File: src/rtl/mesh_sim_traffic_gen.sv
// Mesh traffic generator: emits a run of sequence-numbered, LFSR-tagged flits
// round-robin over the enabled channels, with optional idle gaps and stall statistics.
module mesh_sim_traffic_gen #(
  parameter int          NUM_CH = 4,
  parameter int          DATA_W = 64,
  parameter int          CNT_W  = 16,
  parameter logic [31:0] SEED   = 32'hACE1_0001
) (
  input  logic                                           clk,
  input  logic                                           rst,
  input  logic                                           cfg_start,
  input  logic [CNT_W-1:0]                               cfg_num_flits,
  input  logic [NUM_CH-1:0]                              cfg_ch_mask,
  input  logic [3:0]                                     cfg_gap,
  output logic                                           out_valid,
  input  logic                                           out_ready,
  output logic [((NUM_CH > 1) ? $clog2(NUM_CH) : 1)-1:0] out_ch,
  output logic [DATA_W-1:0]                              out_data,
  output logic                                           busy,
  output logic                                           done,
  output logic [CNT_W-1:0]                               sent_cnt,
  output logic [CNT_W-1:0]                               stall_cnt
);

  localparam int          CH_W = (NUM_CH > 1) ? $clog2(NUM_CH) : 1;
  localparam int          UP_W = DATA_W - CNT_W - 8;
  localparam int          LF_W = (UP_W < 32) ? UP_W : 32;
  localparam logic [31:0] TAPS = 32'h8020_0003;

  typedef enum logic [1:0] {
    S_IDLE,
    S_SEND,
    S_GAP,
    S_DONE
  } state_t;

  state_t            r_state;
  state_t            w_next;
  logic [CNT_W-1:0]  r_num;
  logic [CNT_W-1:0]  r_sent;
  logic [CNT_W-1:0]  r_stall;
  logic [NUM_CH-1:0] r_mask;
  logic [3:0]        r_gap;
  logic [3:0]        r_gap_cnt;
  logic [CH_W-1:0]   r_ch;
  logic [31:0]       r_lfsr;
  logic              w_start;
  logic              w_accept;
  logic              w_last;

  function automatic logic [31:0] f_lfsr_step(input logic [31:0] s);
    return (s >> 1) ^ (s[0] ? TAPS : 32'h0);
  endfunction

  // Next enabled channel strictly after cur, wrapping; searching from NUM_CH-1
  // therefore yields the lowest set bit.
  function automatic logic [CH_W-1:0] f_next_ch(input logic [NUM_CH-1:0] mask,
                                                input logic [CH_W-1:0]   cur);
    logic [CH_W-1:0] sel;
    logic            found;
    int              j;
    sel   = cur;
    found = 1'b0;
    for (int i = 1; i <= NUM_CH; i++) begin
      j = (int'(cur) + i) % NUM_CH;
      if (!found && (((mask >> j) & NUM_CH'(1)) != '0)) begin
        sel   = CH_W'(j);
        found = 1'b1;
      end
    end
    return sel;
  endfunction

  always_comb begin
    w_start  = cfg_start && ((r_state == S_IDLE) || (r_state == S_DONE));
    w_accept = (r_state == S_SEND) && out_ready;
    w_last   = (CNT_W'(r_sent + 1'b1) == r_num);
  end

  always_ff @(posedge clk) begin
    if (rst) r_state <= S_IDLE;
    else     r_state <= w_next;
  end

  // NOTE: every output of this block gets a default first so no latch is inferred.
  always_comb begin
    w_next    = r_state;
    out_valid = 1'b0;
    busy      = 1'b0;
    done      = 1'b0;
    unique case (r_state)
      S_IDLE: begin
        if (w_start)
          w_next = ((cfg_num_flits == '0) || (cfg_ch_mask == '0)) ? S_DONE : S_SEND;
      end
      S_SEND: begin
        out_valid = 1'b1;
        busy      = 1'b1;
        if (w_accept) begin
          if (w_last)             w_next = S_DONE;
          else if (r_gap != 4'd0) w_next = S_GAP;
        end
      end
      S_GAP: begin
        busy = 1'b1;
        if (r_gap_cnt <= 4'd1) w_next = S_SEND;
      end
      S_DONE: begin
        done = 1'b1;
        if (w_start)
          w_next = ((cfg_num_flits == '0) || (cfg_ch_mask == '0)) ? S_DONE : S_SEND;
      end
      default: w_next = S_IDLE;
    endcase
  end

  // NOTE: non-blocking assignments keep every register update independent of statement order.
  always_ff @(posedge clk) begin
    if (rst) begin
      r_num     <= '0;
      r_mask    <= '0;
      r_gap     <= '0;
      r_gap_cnt <= '0;
      r_sent    <= '0;
      r_stall   <= '0;
      r_ch      <= '0;
      r_lfsr    <= SEED;
    end else begin
      if (w_start) begin
        r_num   <= cfg_num_flits;
        r_mask  <= cfg_ch_mask;
        r_gap   <= cfg_gap;
        r_sent  <= '0;
        r_stall <= '0;
        r_ch    <= f_next_ch(cfg_ch_mask, CH_W'(NUM_CH - 1));
      end
      if (w_accept) begin
        r_sent    <= r_sent + 1'b1;
        r_lfsr    <= f_lfsr_step(r_lfsr);
        r_ch      <= f_next_ch(r_mask, r_ch);
        r_gap_cnt <= r_gap;
      end else if (r_state == S_GAP) begin
        r_gap_cnt <= r_gap_cnt - 1'b1;
      end
      if ((r_state == S_SEND) && !out_ready && (r_stall != '1))
        r_stall <= r_stall + 1'b1;
    end
  end

  // Payload is only meaningful while a flit is offered; it reads zero otherwise.
  always_comb begin
    out_data = '0;
    if (r_state == S_SEND) begin
      out_data[CNT_W-1:0]       = r_sent;
      out_data[CNT_W+7:CNT_W]   = 8'(r_ch);
      for (int i = 0; i < LF_W; i++)
        out_data[CNT_W+8+i] = r_lfsr[i];
    end
  end

  assign out_ch    = r_ch;
  assign sent_cnt  = r_sent;
  assign stall_cnt = r_stall;

endmodule

File: config.mk
export PLATFORM = sky130hd
export DESIGN_NAME = mesh_sim_traffic_gen
export DESIGN_NICKNAME = d
export VERILOG_FILES = /design/src/rtl/mesh_sim_traffic_gen.sv
export SDC_FILE = /design/constraint.sdc
export NUM_CORES = 1
export LEC_CHECK = 0
export CAP_MARGIN = 20
export CORE_ASPECT_RATIO = 0.9
export CORE_MARGIN = 4
export CORE_UTILIZATION = 54
export DETAILED_ROUTE_END_ITERATION = 16
export PLACE_DENSITY = 0.9
export SYNTH_ARGS = -nofsm -noshare
export SYNTH_HDL_FRONTEND = slang
export SYNTH_SLANG_ARGS = --single-unit
export TNS_END_PERCENT = 5
File: constraint.sdc
create_clock -name clk -period 7.5 [get_ports clk]
set_clock_uncertainty 0.1 [all_clocks]
set_input_delay 1.5 -clock clk [delete_from_list [all_inputs] [get_ports clk]]
set_output_delay 1.5 -clock clk [all_outputs]
set_load 0.1 [all_outputs]
Word level (Yosys, flattened, before mapping)
Cells that the tools add are included.
{"block": "op_classes", "addsub": 7, "magnitude_cmp": 1, "eq_ne": 10, "n_shift": 4, "muxes": 45, "n_bitwise": 5, "n_reduce_logical": 34}
{"cell": ">> shifter 4 x 32 -> 1 bit", "n": 4}
{"cell": "two-way mux 56 bit", "n": 1}
{"cell": "two-way mux 16 bit", "n": 3}
{"cell": "adder 16 x 1 -> 16 bit, second input constant", "n": 2}
{"cell": "two-way mux 2 bit", "n": 16}
{"cell": "two-way mux 32 bit", "n": 1}
{"cell": "bitwise XOR 31 x 32 -> 32 bit", "n": 1}
{"cell": "two-way mux 1 bit", "n": 21}
{"cell": "equality test 16 bit", "n": 1}
{"cell": "logical NOT 16 bit", "n": 1}
{"cell": "!= test 16 bit, second input constant", "n": 1}
{"cell": "OR reduction 2 bit", "n": 6}
{"cell": "logical AND 1 bit", "n": 10}
{"cell": "two-way mux 4 bit", "n": 2}
{"cell": "logical NOT 1 bit", "n": 7}
{"cell": "case mux 2 bit (3 select lines)", "n": 1}
{"cell": "nonzero test 2 bit", "n": 3}
{"cell": "!= test 5 x 1 -> 1 bit, second input constant", "n": 1}
{"cell": "adder 2 x 1 -> 2 bit, second input constant", "n": 2}
{"cell": "adder 2 bit, second input constant", "n": 2}
{"cell": "AND 1 bit, first input constant", "n": 4}
{"cell": "equality test 2 bit, second input constant", "n": 2}
{"cell": "<= comparator 4 x 1 -> 1 bit, second input constant", "n": 1}
{"cell": "logical NOT 4 bit", "n": 1}
{"cell": "other kinds (10)", "n": 12}
{"block": "word_totals", "ff_bits": 96, "inputBits": 28, "output_inout_bits": 101, "elab_cells": 115}

Logic depth before layout (Yosys ltp)
Gate-level depths: netlist of the first run.
{"block": "logic_depth", "word_depth": 21, "depth_mapped": 10}

Worst setup path after synthesis of the first run
No wires, ideal clock.
{"block": "synth_path", "kind": "reg2out", "start": "register r_state[0]", "end": "output out_data[45]", "arrival_time_ns": 2.718, "slack_ns": 3.182, "path_stages_with_launch": 6, "path_cell_list": "dfxtp_1 -> ha_1 -> clkbuf_1 -> clkbuf_1 -> clkbuf_1 -> and2_1"}
{"block": "synth_between", "elab_chain_len": 2}
{"element": "from (decl)", "line_no": "37", "source": "state_t r_state;"}
{"element": "from (signal assigned)", "line_no": "82", "source": "else r_state <= w_next;"}
{"element": "equality test 2 x 1 -> 1 bit", "line_no": "153", "source": "if (r_state == S_SEND) begin"}
{"element": "two-way mux 56 bit", "line_no": "153"}
{"element": "to (decl)", "line_no": "18", "source": "output logic [DATA_W-1:0] out_data,"}
No other way between the ends.

Final worst setup path of the first run
{"block": "layout_path", "start": "register r_state[0]", "end": "output out_data[25]"}
Same word-level chain as after synthesis.

==> results of run 1 <==
cell usage in the layout (no fill, tap or decap), types with 2 or more instances in the layout:
master           count
a22oi_1              4
nor2_1              62
nor3b_1              2
or4_1                6
clkbuf_8             9
buf_4                3
nand2_1            142
and4_1               3
a21oi_1             80
inv_6                4
nor3_1              13
and2_1              55
clkdlybuf4s50_1    113
nor2b_1              3
o211ai_1             5
nand3b_1            16
ha_1                 8
dfxtp_1             96
nand4_1              6
a31oi_1              8
a311oi_1             2
a211o_1              2
nand2b_1             4
mux2i_1              3
inv_1                9
and3_1               4
nor4_1              14
conb_1              14
xor2_1               7
a211oi_1            11
xnor2_1             18
o21ai_0             26
clkinv_8             2
or3_1                3
nand3_1             16
power groups by stage:
stage / Sequential (mW) / Clock (mW) / Combinational (mW)
finish: 0.630 / 0.339 / 0.989
global route: 0.639 / 0.367 / 1.06
CTS: 0.628 / 0.347 / 0.978
detailed placement: 0.639 / 0 / 0.972
global placement: 0.634 / 0 / 0.945
floorplan: 0.658 / 0 / 0.743
logic make-up after synthesis:
logic type      synth area share [%]
compound gates                 15.99
xor+xnor                       4.158
fa+ha+maj                      1.901
buf+inv                        6.724
flops                          36.49
mux                           0.5702
other cells                  0.07121
simple gates                   34.09
through the flow:
step,instance area (um^2),power [mW],worst slack (ns),hold WS [ns]
2_1_floorplan,5315,1.401,3.182,0.3405
3_5_place_dp,6309,1.611,3.074,0.3571
6_report,6531,1.958,2.635,0.3705
4_1_cts,6511,1.954,2.645,0.3732
5_1_grt,6531,2.071,2.455,0.3929
3_3_place_gp,6309,1.580,3.206,0.3496
synthesized netlist by cell type (4+ instances only):
library cell / n
a31oi_1: 8
ha_1: 8
buf_1: 8
buf_2: 4
a22oi_1: 4
nand2_1: 143
o21ai_0: 26
and3_1: 4
inv_1: 9
nor2_1: 62
clkbuf_1: 37
a21oi_1: 80
nand4_1: 6
nor4_1: 14
xor2_1: 7
nand3b_1: 16
xnor2_1: 18
a211oi_1: 11
nand3_1: 16
nand2b_1: 4
dfxtp_1: 96
and2_1: 55
buf_4: 15
nor3_1: 13
or4_1: 6
o211ai_1: 5
layer usage:
metal	up-vias	track usage [%]
met1	2459	31.43
met4	0	8.041
met3	29	5.556
met2	233	40.82
met5	-	0
li1	2557	-
worst max-delay path: stages, from the launching register on:
cell	delay (ns)
dfxtp_1	0.44
ha_1	0.73
buf_4	0.38
and2_1	0.20
clkdlybuf4s50_1	1.15
worst paths after layout:
kind / start / endpoint / slack (ns) / cells past startpoint
worst min-delay path: r_num[6] / r_num[6] / 0.37 / 2
worst max register to register: r_state[0] / stall_cnt[11] / 3.96 / 7
worst min register to register: r_num[6] / r_num[6] / 0.37 / 2
worst max-delay path: r_state[0] / out_data[25] / 2.64 / 4
flip-flops by register name, indices dropped and copies added (netlist names):
signal and count:
out_ch 2, r_state 2, r_gap 4, r_gap_cnt 4
r_lfsr 32, sent_cnt 16, r_mask 4, stall_cnt 16
r_num 16
layout make-up:
type                    count  area [um^2]  area share (%)
clock buffers               9        123.9           1.897
clock inverters             7        78.83           1.207
inverters                   9        33.78          0.5172
multi-input cells         556         3042           46.57
flip-flops and latches     96         1922           29.43
well taps                 122        152.6           2.337
repair buffers            118         1179           18.05
==> flow_metrics.py, run 1 <==
metrics = {
    "grt": {
        "grt_max_degree": 98,
        "grt_pass1_vias": 4945,
        "grt_antenna_before_repair": 0,
        "track_usage_pct": 24.38,
        "grt_overflow": 0,
        "grt_pass1_wl_um": 23250,
    },
    "critical_path": {
        "cp_max_fo": 29,
        "setup.worst_path.class": "flip-flop to output port",
        "arrival_ns": 3.26,
        "cp-end-kind": "output port",
        "startpoint_type": "flip-flop",
        "crit_required_ns": 5.90,
    },
    "power_and_ir_drop": {
        "netSwitchingPower_uw": 998.8,
        "p_clk_share_pct": 17.3,
        "internal_power_uw": 959.6,
        "power_density_mw_per_mm2": 299.8,
        "power_frac_comb_pct": 50.5,
        "peakVddDrop_uv": 549.9,
        "leakagePower_nw": 2.325,
        "p_seq_share_pct": 32.2,
        "swShare_pct": 51.00,
    },
    "floorplanning": {
        "coreArea_mm2": 0.009290,
        "die_h_um": 101.7,
        "initial_core_util_pct": 56.69,
        "die_w_um": 112.1,
        "rows": 33,
        "die_area_mm2": 0.01140,
        "num_io_pins": 129,
    },
    "place": {
        "hpwl_um": 9797,
        "place.gp.congestion": 0.8652,
        "io_buffer_count": 114,
        "dp.cells": 900,
    },
    "timing": {
        "setup_viol": 0,
        "period_share_pct": 64.87,
        "slew_headroom_pct": 28.52,
        "min_period_ns": 4.865,
        "tightest_slew_ns": 1.072,
        "final_max_slew_viol_count": 0,
        "fin_tns_setup_ns": 0,
        "fmax_mhz": 205.6,
        "rsz0062_at_grt": "false",
        "hold_violations": 0,
    },
    "clock_tree": {
        "cts_tree": "yes",
        "clk_pin_slew_ns": 0.10,
        "cts_max_path_buffers": 2,
        "insertion_delay_ns": 0.37,
        "cts_hold_buf": 0,
        "cts_made_buffers": 9,
        "h-tree-depth": 3,
        "clockRootBuffer": "clkbuf_8",
        "cts_num_sinks": 96,
        "cts_setup_buffers": 0,
        "cts_resized": 0,
    },
    "job": {
        "maxCapViolations": 0,
    },
    "finish": {
        "layout.nets": 826,
        "final_core_util_pct": 70.30,
        "fin_cells": 917,
        "diodes": 0,
        "area_growth_pct": 24.02,
        "final_layout_size_suffix_gt1_share_pct": 3.899,
        "fillers": 760,
    },
    "yosys": {
        "synth_edf_count": 0,
        "synthArstFlopShare_pct": 0,
        "synth.area.top_cells": "dfxtp_1 36%, nand2_1 10%, a21oi_1 7.6%",
        "synth_area_leader_cell": "dfxtp_1",
        "yosysWarnings": 0,
        "avgSynthCellArea_um2": 7.376,
        "synthDistinctLibCells": 54,
        "synth.cell_area_mm2": 0.005266,
        "yosys_register_bits": 96,
        "synthFlopType": "dfxtp_1",
        "seq_area_frac_synth_pct": 36.49,
        "netlist_instances": 714,
        "synth_largest_type_area_fraction_pct": 36.49,
    },
    "detailed_routing": {
        "wl_met1_um": 5949,
        "routed_wl_um": 14140,
        "drcViolationCount": 0,
        "met3_wirelength_um": 1103,
        "detail_route.wl_per_cell_um": 15.42,
        "wl_met2_um": 6793,
        "highest_layer": "met4",
        "ant_nets": 0,
        "avgViaCountPerCell": 5.756,
        "dr.first_iter.drc_count": 394,
        "num_vias": 5278,
        "dr.pass1.iters": 7,
    },
    "hold_path": {
        "hold_class": "flip-flop to flip-flop",
    },
    "outcome": {
        "outcome": "completed",
    },
}
Power figures use the tool's default switching activity.
==> run 2: changes to the inputs <==
Settings changed: CORE_UTILIZATION 54 to 45, PLACE_DENSITY 0.9 to 0.81.
Clock period 7.5 ns to 4.2 ns, I/O delays scaled along.
==> flow_metrics.py, run 2 (synthesis gave the netlist of run 1 again) <==
metrics = {
    "critical_path": {
        "cp_cell_sequence": "ha_1, buf_4, and2_1, buf_4",
        "cpMaxStageDelayCell": "ha_1",
        "reg2reg_depth": 7,
        "cp-end-kind": "output port",
        "rr_startpoint": "r_state[0]",
        "cp.buffers_inverters": 2,
        "crit_required_ns": 3.26,
        "crit_path_max_incr_delay_ns": 0.50,
        "startpoint_type": "flip-flop",
        "arrival_ns": 2.22,
        "ff2ff_setup_slack_ns": 1.36,
        "setup.worst_path.class": "flip-flop to output port",
        "rr_endpoint": "sent_cnt[5]",
        "cpMostUsedCell": "buf_4",
        "crit_family": "buffers and inverters",
        "cp_max_fo": 42,
    },
    "timing": {
        "setup_viol": 0,
        "min_period_ns": 3.164,
        "final_max_slew_viol_count": 0,
        "slew_headroom_pct": 32.14,
        "hold_violations": 0,
        "hold_ws_ns": 0.3643,
        "tightest_slew_ns": 1.015,
        "fmax_mhz": 316.1,
        "fin_tns_setup_ns": 0,
        "rsz0062_at_grt": "false",
        "period_share_pct": 75.33,
    },
    "grt": {
        "grt_pass1_wl_um": 22400,
        "track_usage_pct": 19.96,
        "grt_pass1_vias": 4747,
        "grt_antenna_before_repair": 0,
        "grt_overflow": 0,
        "grt_max_degree": 58,
    },
    "finish": {
        "diodes": 0,
        "multi_input_area_mm2": 0.003042,
        "regMostFlops": "r_lfsr",
        "fin_cells": 955,
        "layout_common_cells": "142 x nand2_1, 96 x dfxtp_1, 80 x a21oi_1",
        "regArea_mm2": 0.001922,
        "final_layout_size_suffix_gt1_share_pct": 10.89,
        "final_core_util_pct": 57.48,
        "layout.nets": 830,
        "area_growth_pct": 24.80,
        "largest_reg_flops": 32,
        "fillers": 1068,
        "mostFrequentLayoutCell": "nand2_1",
    },
    "detailed_routing": {
        "avgViaCountPerCell": 5.405,
        "num_vias": 5162,
        "drcViolationCount": 0,
        "dr.first_iter.drc_count": 389,
        "routed_wl_um": 13500,
        "dr.pass1.iters": 5,
        "detail_route.wl_per_cell_um": 14.14,
        "ant_nets": 0,
    },
    "clock_tree": {
        "cts_hold_buf": 0,
        "cts_setup_buffers": 0,
        "cts_tree": "yes",
        "insertion_delay_ns": 0.35,
        "clockRootBuffer": "clkbuf_16",
        "cts_made_buffers": 9,
        "cts_num_sinks": 96,
        "cts_resized": 0,
        "cts_max_path_buffers": 2,
        "h-tree-depth": 3,
        "clk_pin_slew_ns": 0.07,
    },
    "outcome": {
        "outcome": "completed",
    },
    "place": {
        "place.gp.congestion": 0.8430,
        "hpwl_um": 9184,
        "io_buffer_count": 114,
        "dp.cells": 939,
    },
    "power_and_ir_drop": {
        "power_density_mw_per_mm2": 564.6,
        "peakVddDrop_uv": 545.5,
        "leakagePower_nw": 2.488,
        "power.total_mw": 3.711,
    },
    "floorplanning": {
        "die_area_mm2": 0.01350,
        "coreArea_mm2": 0.01143,
        "initial_core_util_pct": 46.06,
        "num_io_pins": 129,
        "rows": 37,
        "die_w_um": 122.0,
        "die_h_um": 110.6,
    },
    "job": {
        "maxCapViolations": 0,
    },
    "hold_path": {
        "holdPathEnd": "r_lfsr[7]",
        "min_path_cells": 2,
        "hold_class": "flip-flop to flip-flop",
        "hp-start": "r_lfsr[8]",
    },
}
==> run 2: stage by stage <==
step	setup WS (ns)	instance area, um^2
finish	1.036	6573
global placement	1.262	6259
global route	0.8703	6573
CTS	1.017	6573
detailed placement	1.195	6259
floorplan	0.5417	5315
==> run 2: final cells by class <==
type | count | share of cell area (%)
multi-input combinational | 556 | 46.28
sequential | 96 | 29.24
timing repair buffer | 122 | 16.22
clock buffer | 10 | 3.636
tap | 156 | 2.970
clock inverter | 6 | 1.142
inverter | 9 | 0.5140
==> run 2: power breakdown <==
| group | total (mW) | internal (mW) | switching [mW] | leakage, nW |
|---|---|---|---|---|
| Clock | 0.858 | 0.486 | 0.372 | 0.151 |
| Combinational | 1.73 | 0.439 | 1.29 | 1.56 |
| Sequential | 1.13 | 1.02 | 0.108 | 0.780 |
==> run 2: worst register-to-register path: cells and delay by family, from the launching register on <==
| kind | cells | cell delay [ns] |
|---|---|---|
| AO/OA/AOI/OAI | 2 | 0.36 |
| flip-flops | 1 | 0.44 |
| adder cells (fa/ha/maj) | 1 | 0.50 |
| AND/OR/NAND/NOR | 3 | 0.92 |
| buffers and inverters | 1 | 0.40 |
==> run 2: worst max-delay path by stage <==
stage	startpoint	end	slack (ns)	cells past startpoint
finish	r_state[0]	out_data[25]	1.04	4
global route	r_state[0]	out_data[25]	0.87	4
CTS	r_state[0]	out_data[25]	1.02	4
detailed placement	out_ready	stall_cnt[2]	1.19	6
global placement	out_ready	stall_cnt[5]	1.26	6
floorplan	r_state[0]	out_data[45]	0.54	5
==> run 2: layer usage <==
metal / GRT usage (%) / vias up / wire length [um]
met3: 6.196 / 15 / 979
met5: 0 / - / 0
met1: 25.65 / 2391 / 5962
met4: 4.332 / 0 / 148
li1: - / 2578 / -
met2: 32.84 / 178 / 6408
==> variant 1, RTL diff (flow settings as in run 1) <==
Put one more register stage on the output `stall_cnt`. The value now appears one clock later. The other outputs are not delayed to match.
--- a/src/rtl/mesh_sim_traffic_gen.sv
+++ b/src/rtl/mesh_sim_traffic_gen.sv
@@ -160,7 +160,9 @@
 
   assign out_ch    = r_ch;
   assign sent_cnt  = r_sent;
-  assign stall_cnt = r_stall;
+  always_ff @(posedge clk) begin
+    stall_cnt <= r_stall;
+  end
 
 endmodule
 
Formal check against the unedited RTL: not equivalent (Yosys sat finds a counterexample within 4 cycles, from zero or initial values and one cycle with rst high).
==> variant 1 against run 1 <==
Global-route usage up 0.099 points; area after synthesis up 5.4%; design area is 6.1% higher; core utilization is 0.095 points lower; sequential cell count increased by 16; routed wire length increased by 5.5%; power rose by 11%; setup slack improved by 0.51 ns; largest power group unchanged.
==> variant 1: results <==
set metrics [dict create \
    status "completed" \
    routabilityCongestion 0.862 \
    use_met3_pct 3.96 \
    post_cts_buffers 0 \
    insertedDiodeCount 0 \
    dr.pass1.iters 6 \
    min_path_type "register to register" \
    dp_slack_ns 3.46 \
    clk_pin_slew_ns 0.08 \
    grtUsageTotal_pct 24.5 \
    fillers 735 \
    grt_pass1_vias 5037 \
    fmax_ghz 0.230 \
    synthCells 710 \
    synth_common_cells "137 x nand2_1, 112 x dfxtp_1, 78 x a21oi_1" \
    drt_iter0_markers 524 \
    hold_ws_ns 0.300 \
    syn2layout_area_growth_pct 24.8 \
    clk_latency_ns 0.34 \
    root_buffer "clkbuf_16" \
    final_nets 824 \
    yosys_warnings 0 \
    drive_gt1_share_pct 4.79 \
    p_leak_nw 2.45 \
    intPower_mw 1.18 \
    yosys.cell_types.count 66 \
    vias_per_cell 5.85 \
    met2_usage_pct 41.4 \
    arrival_ns 2.76 \
    worstPathMaxFanout 52 \
    synth.area.top_cells "dfxtp_1 40%, nand2_1 9.3%, a21oi_1 7.0%" \
    grt_util_met1_pct 31.3 \
    h-tree-depth 3 \
    worst_pin_slew_ns 1.10 \
    ir_drop_uv 312 \
    place_inst 903 \
    yosysSeqAreaShare_pct 40.4 \
    grt_pass1_wl_mm 24.5 \
    regToRegSetupSlack_ns 4.23 \
    dp_hpwl_mm 10.0 \
    min_path_cells 0 \
    routedWlPerCell_um 16.2 \
    synthArstFlopShare_pct 0 \
    drt_wl_total_mm 14.9 \
    cpMaxStageDelayCell "clkdlybuf4s50_1" \
    place_area_um2 6630 \
]
variant 1: cell count changes in the layout (fill, tap and decap cells not counted), moves of 4 or more:
cell,change
or4_1,-5
nor4_1,-4
a211oi_1,-5
dfxtp_1,+16
a311oi_1,+7
clkbuf_16,+9
nand2_1,-6
clkbuf_8,-9
nor2_1,-9
a31oi_1,-4
variant 1: power by group through the flow:
| stage | sequential (mW) | clock [mW] | combinational (mW) |
|---|---|---|---|
| floorplan | 0.743 | 0 | 0.736 |
| global placement | 0.724 | 0 | 0.927 |
| detailed placement | 0.730 | 0 | 0.956 |
| CTS | 0.718 | 0.491 | 0.968 |
| global route | 0.728 | 0.519 | 1.04 |
| finish | 0.720 | 0.489 | 0.968 |
variant 1: final cells by class:
type	count	area [um2]	share of cell area [%]
Clock buffer	9	225	3.25
Clock inverter	7	78.8	1.14
Inverter	10	37.5	0.542
Multi-Input combinational cell	536	3010	43.5
Sequential cell	112	2240	32.4
Tap cell	126	158	2.28
Timing Repair Buffer	119	1170	16.9
variant 1: cell families (layout without fill, tap and decap cells):
kind of cell             count (synthesis)  count (layout)  synth area share [%]
multiplexers                             5               5                 0.992
AND/OR/NAND/NOR                        331             331                  29.3
AO/OA/AOI/OAI                          153             153                  17.2
flip-flops                             112             112                  40.4
XOR/XNOR                                25              25                  3.94
other                                    1              14                0.0675
buffers and inverters                   75             145                  6.24
adder cells (fa/ha/maj)                  8               8                  1.80
variant 1: final timing paths:
kind	start	to
setup / recovery	r_state[1]	out_data[43]
setup reg to reg	sent_cnt[0]	r_state[1]
hold / removal	r_stall[10]	stall_cnt[10]
hold reg to reg	r_stall[10]	stall_cnt[10]
variant 1: routing by layer:
| layer | vias up | share of wire [%] |
|---|---|---|
| li1 | 2562 | - |
| met1 | 2519 | 40 |
| met2 | 261 | 49 |
| met3 | 36 | 8.1 |
| met4 | 0 | 2.4 |
| met5 | - | 0 |
==> variant 2, RTL diff (settings of run 1) <==
Made on the original files. Change the parameter `CNT_W` from 16 to 24.
--- a/src/rtl/mesh_sim_traffic_gen.sv
+++ b/src/rtl/mesh_sim_traffic_gen.sv
@@ -3,7 +3,7 @@
 module mesh_sim_traffic_gen #(
   parameter int          NUM_CH = 4,
   parameter int          DATA_W = 64,
-  parameter int          CNT_W  = 16,
+  parameter int          CNT_W  = 24,
   parameter logic [31:0] SEED   = 32'hACE1_0001
 ) (
   input  logic                                           clk,
Ports: changed (resized cfg_num_flits, sent_cnt and stall_cnt); port bits go from 129 to 153. The function was not compared with the original's and may differ.
==> variant 2 against run 1 <==
Routed wire length increased by 38%; design area increased by 33%; largest cell class unchanged; area after synthesis up 28%; sequential cell count increased by 24; power rose by 36%; setup slack improved by 0.13 ns; via count up 33%; maximum frequency is 2.7% higher; synthesized cell count grew 26%.
==> variant 2: results <==
set metrics [dict create \
    dr.pass1.iters 5 \
    drt_iter0_markers 700 \
    routabilityCongestion 0.964 \
    clk_latency_ns 0.41 \
    status "completed" \
    synth_fa_ha_area_share_pct 1.63 \
    vias_per_cell 5.93 \
    synthCells 900 \
    grt_max_degree 67 \
    worst_pin_slew_ns 1.03 \
    drive_gt1_share_pct 6.18 \
    met3WireLength_mm 1.65 \
    grt_pass1_vias 6574 \
    reg2reg_to "r_state[0]" \
    yosysSeqAreaShare_pct 35.6 \
    worstReg2RegStart "sent_cnt[0]" \
    worstPathMaxFanout 64 \
    yosys.cell_types.count 70 \
    synth_common_cells "175 x nand2_1, 120 x dfxtp_1, 102 x a21oi_1" \
    p_switching_mw 1.14 \
    synth_xor_area_share_pct 3.75 \
    cp-endpoint "out_data[35]" \
    place_inst 1147 \
    wl_met1_mm 7.89 \
    dr_wl_met2_mm 9.39 \
    ir_drop_uv 189 \
    cts_buffers 17 \
    clk_pin_slew_ns 0.05 \
    dp_hpwl_mm 13.2 \
    reg2regPathDepth 9 \
    root_buffer "clkbuf_16" \
    synth.area.top_cells "dfxtp_1 36%, nand2_1 9.7%, a21oi_1 7.6%" \
    min_path_cells 2 \
    routedWlPerCell_um 16.5 \
    synth-compound-area-share_pct 19.0 \
    regToRegSetupSlack_ns 3.92 \
    io_buffers 146 \
    grtUsageTotal_pct 26.6 \
    p_leak_nw 3.08 \
]
## variant 2: per-layer routing
metal  up-vias  GRT usage [%]
met5         -              0
met4         0           11.3
met3        49           7.63
met2       331           44.8
met1      3268           32.1
li1       3350              -
## variant 2: cell type report
| cell class | instances | area (um2) |
|---|---|---|
| clock buffers | 23 | 478 |
| clock inverters | 9 | 97.6 |
| fillers | 945 | 3440 |
| inverters | 12 | 45.0 |
| multi-input cells | 704 | 3940 |
| flip-flops and latches | 120 | 2400 |
| well taps | 160 | 200 |
| repair buffers | 152 | 1520 |
## variant 2: worst max-delay path, stage by stage, from the launching register on
cell	delay, ns
dfxtp_1	0.35
inv_1	0.10
ha_2	0.81
and2_1	0.27
clkdlybuf4s50_1	1.18
## variant 2: power by group through the flow
stage	clock (mW)	combinational, mW	sequential [mW]
after detailed placement	0	1.07	0.791
after CTS	0.797	1.07	0.778
final	0.793	1.09	0.781
after floorplan	0	0.802	0.813
after global placement	0	1.05	0.787
after global routing	0.833	1.17	0.789
## variant 2: worst min-delay path by stage
| stage | startpoint | end | slack [ns] |
|---|---|---|---|
| global placement | r_lfsr[13] | r_lfsr[12] | 0.35 |
| CTS | r_lfsr[20] | r_lfsr[19] | 0.37 |
| finish | r_num[1] | r_num[1] | 0.36 |
| floorplan | r_lfsr[11] | r_lfsr[10] | 0.34 |
| detailed placement | r_lfsr[14] | r_lfsr[13] | 0.36 |
| global route | r_lfsr[11] | r_lfsr[10] | 0.38 |
## variant 2: kinds of logic (layout without fill, tap and decap cells)
logic type,Yosys count,after routing
AOI/OAI and AO/OA,209,209
buffers and inverters,81,196
DFF,120,120
other,1,6
xor gates and xnor gates,28,28
adders and majority gates,9,9
and+or+nand+nor,451,451
muxes,1,1
## variant 2: stage by stage
step                      hold WS (ns)  cell area, um2  worst slack [ns]  util (%)
after floorplan                  0.340            6760              3.19         -
after global placement           0.350            8090              3.30      66.7
after detailed placement         0.360            8090              3.25      66.7
after CTS                        0.367            8660              2.75      71.4
after global routing             0.384            8680              2.62      71.6
final                            0.365            8680              2.76      71.6
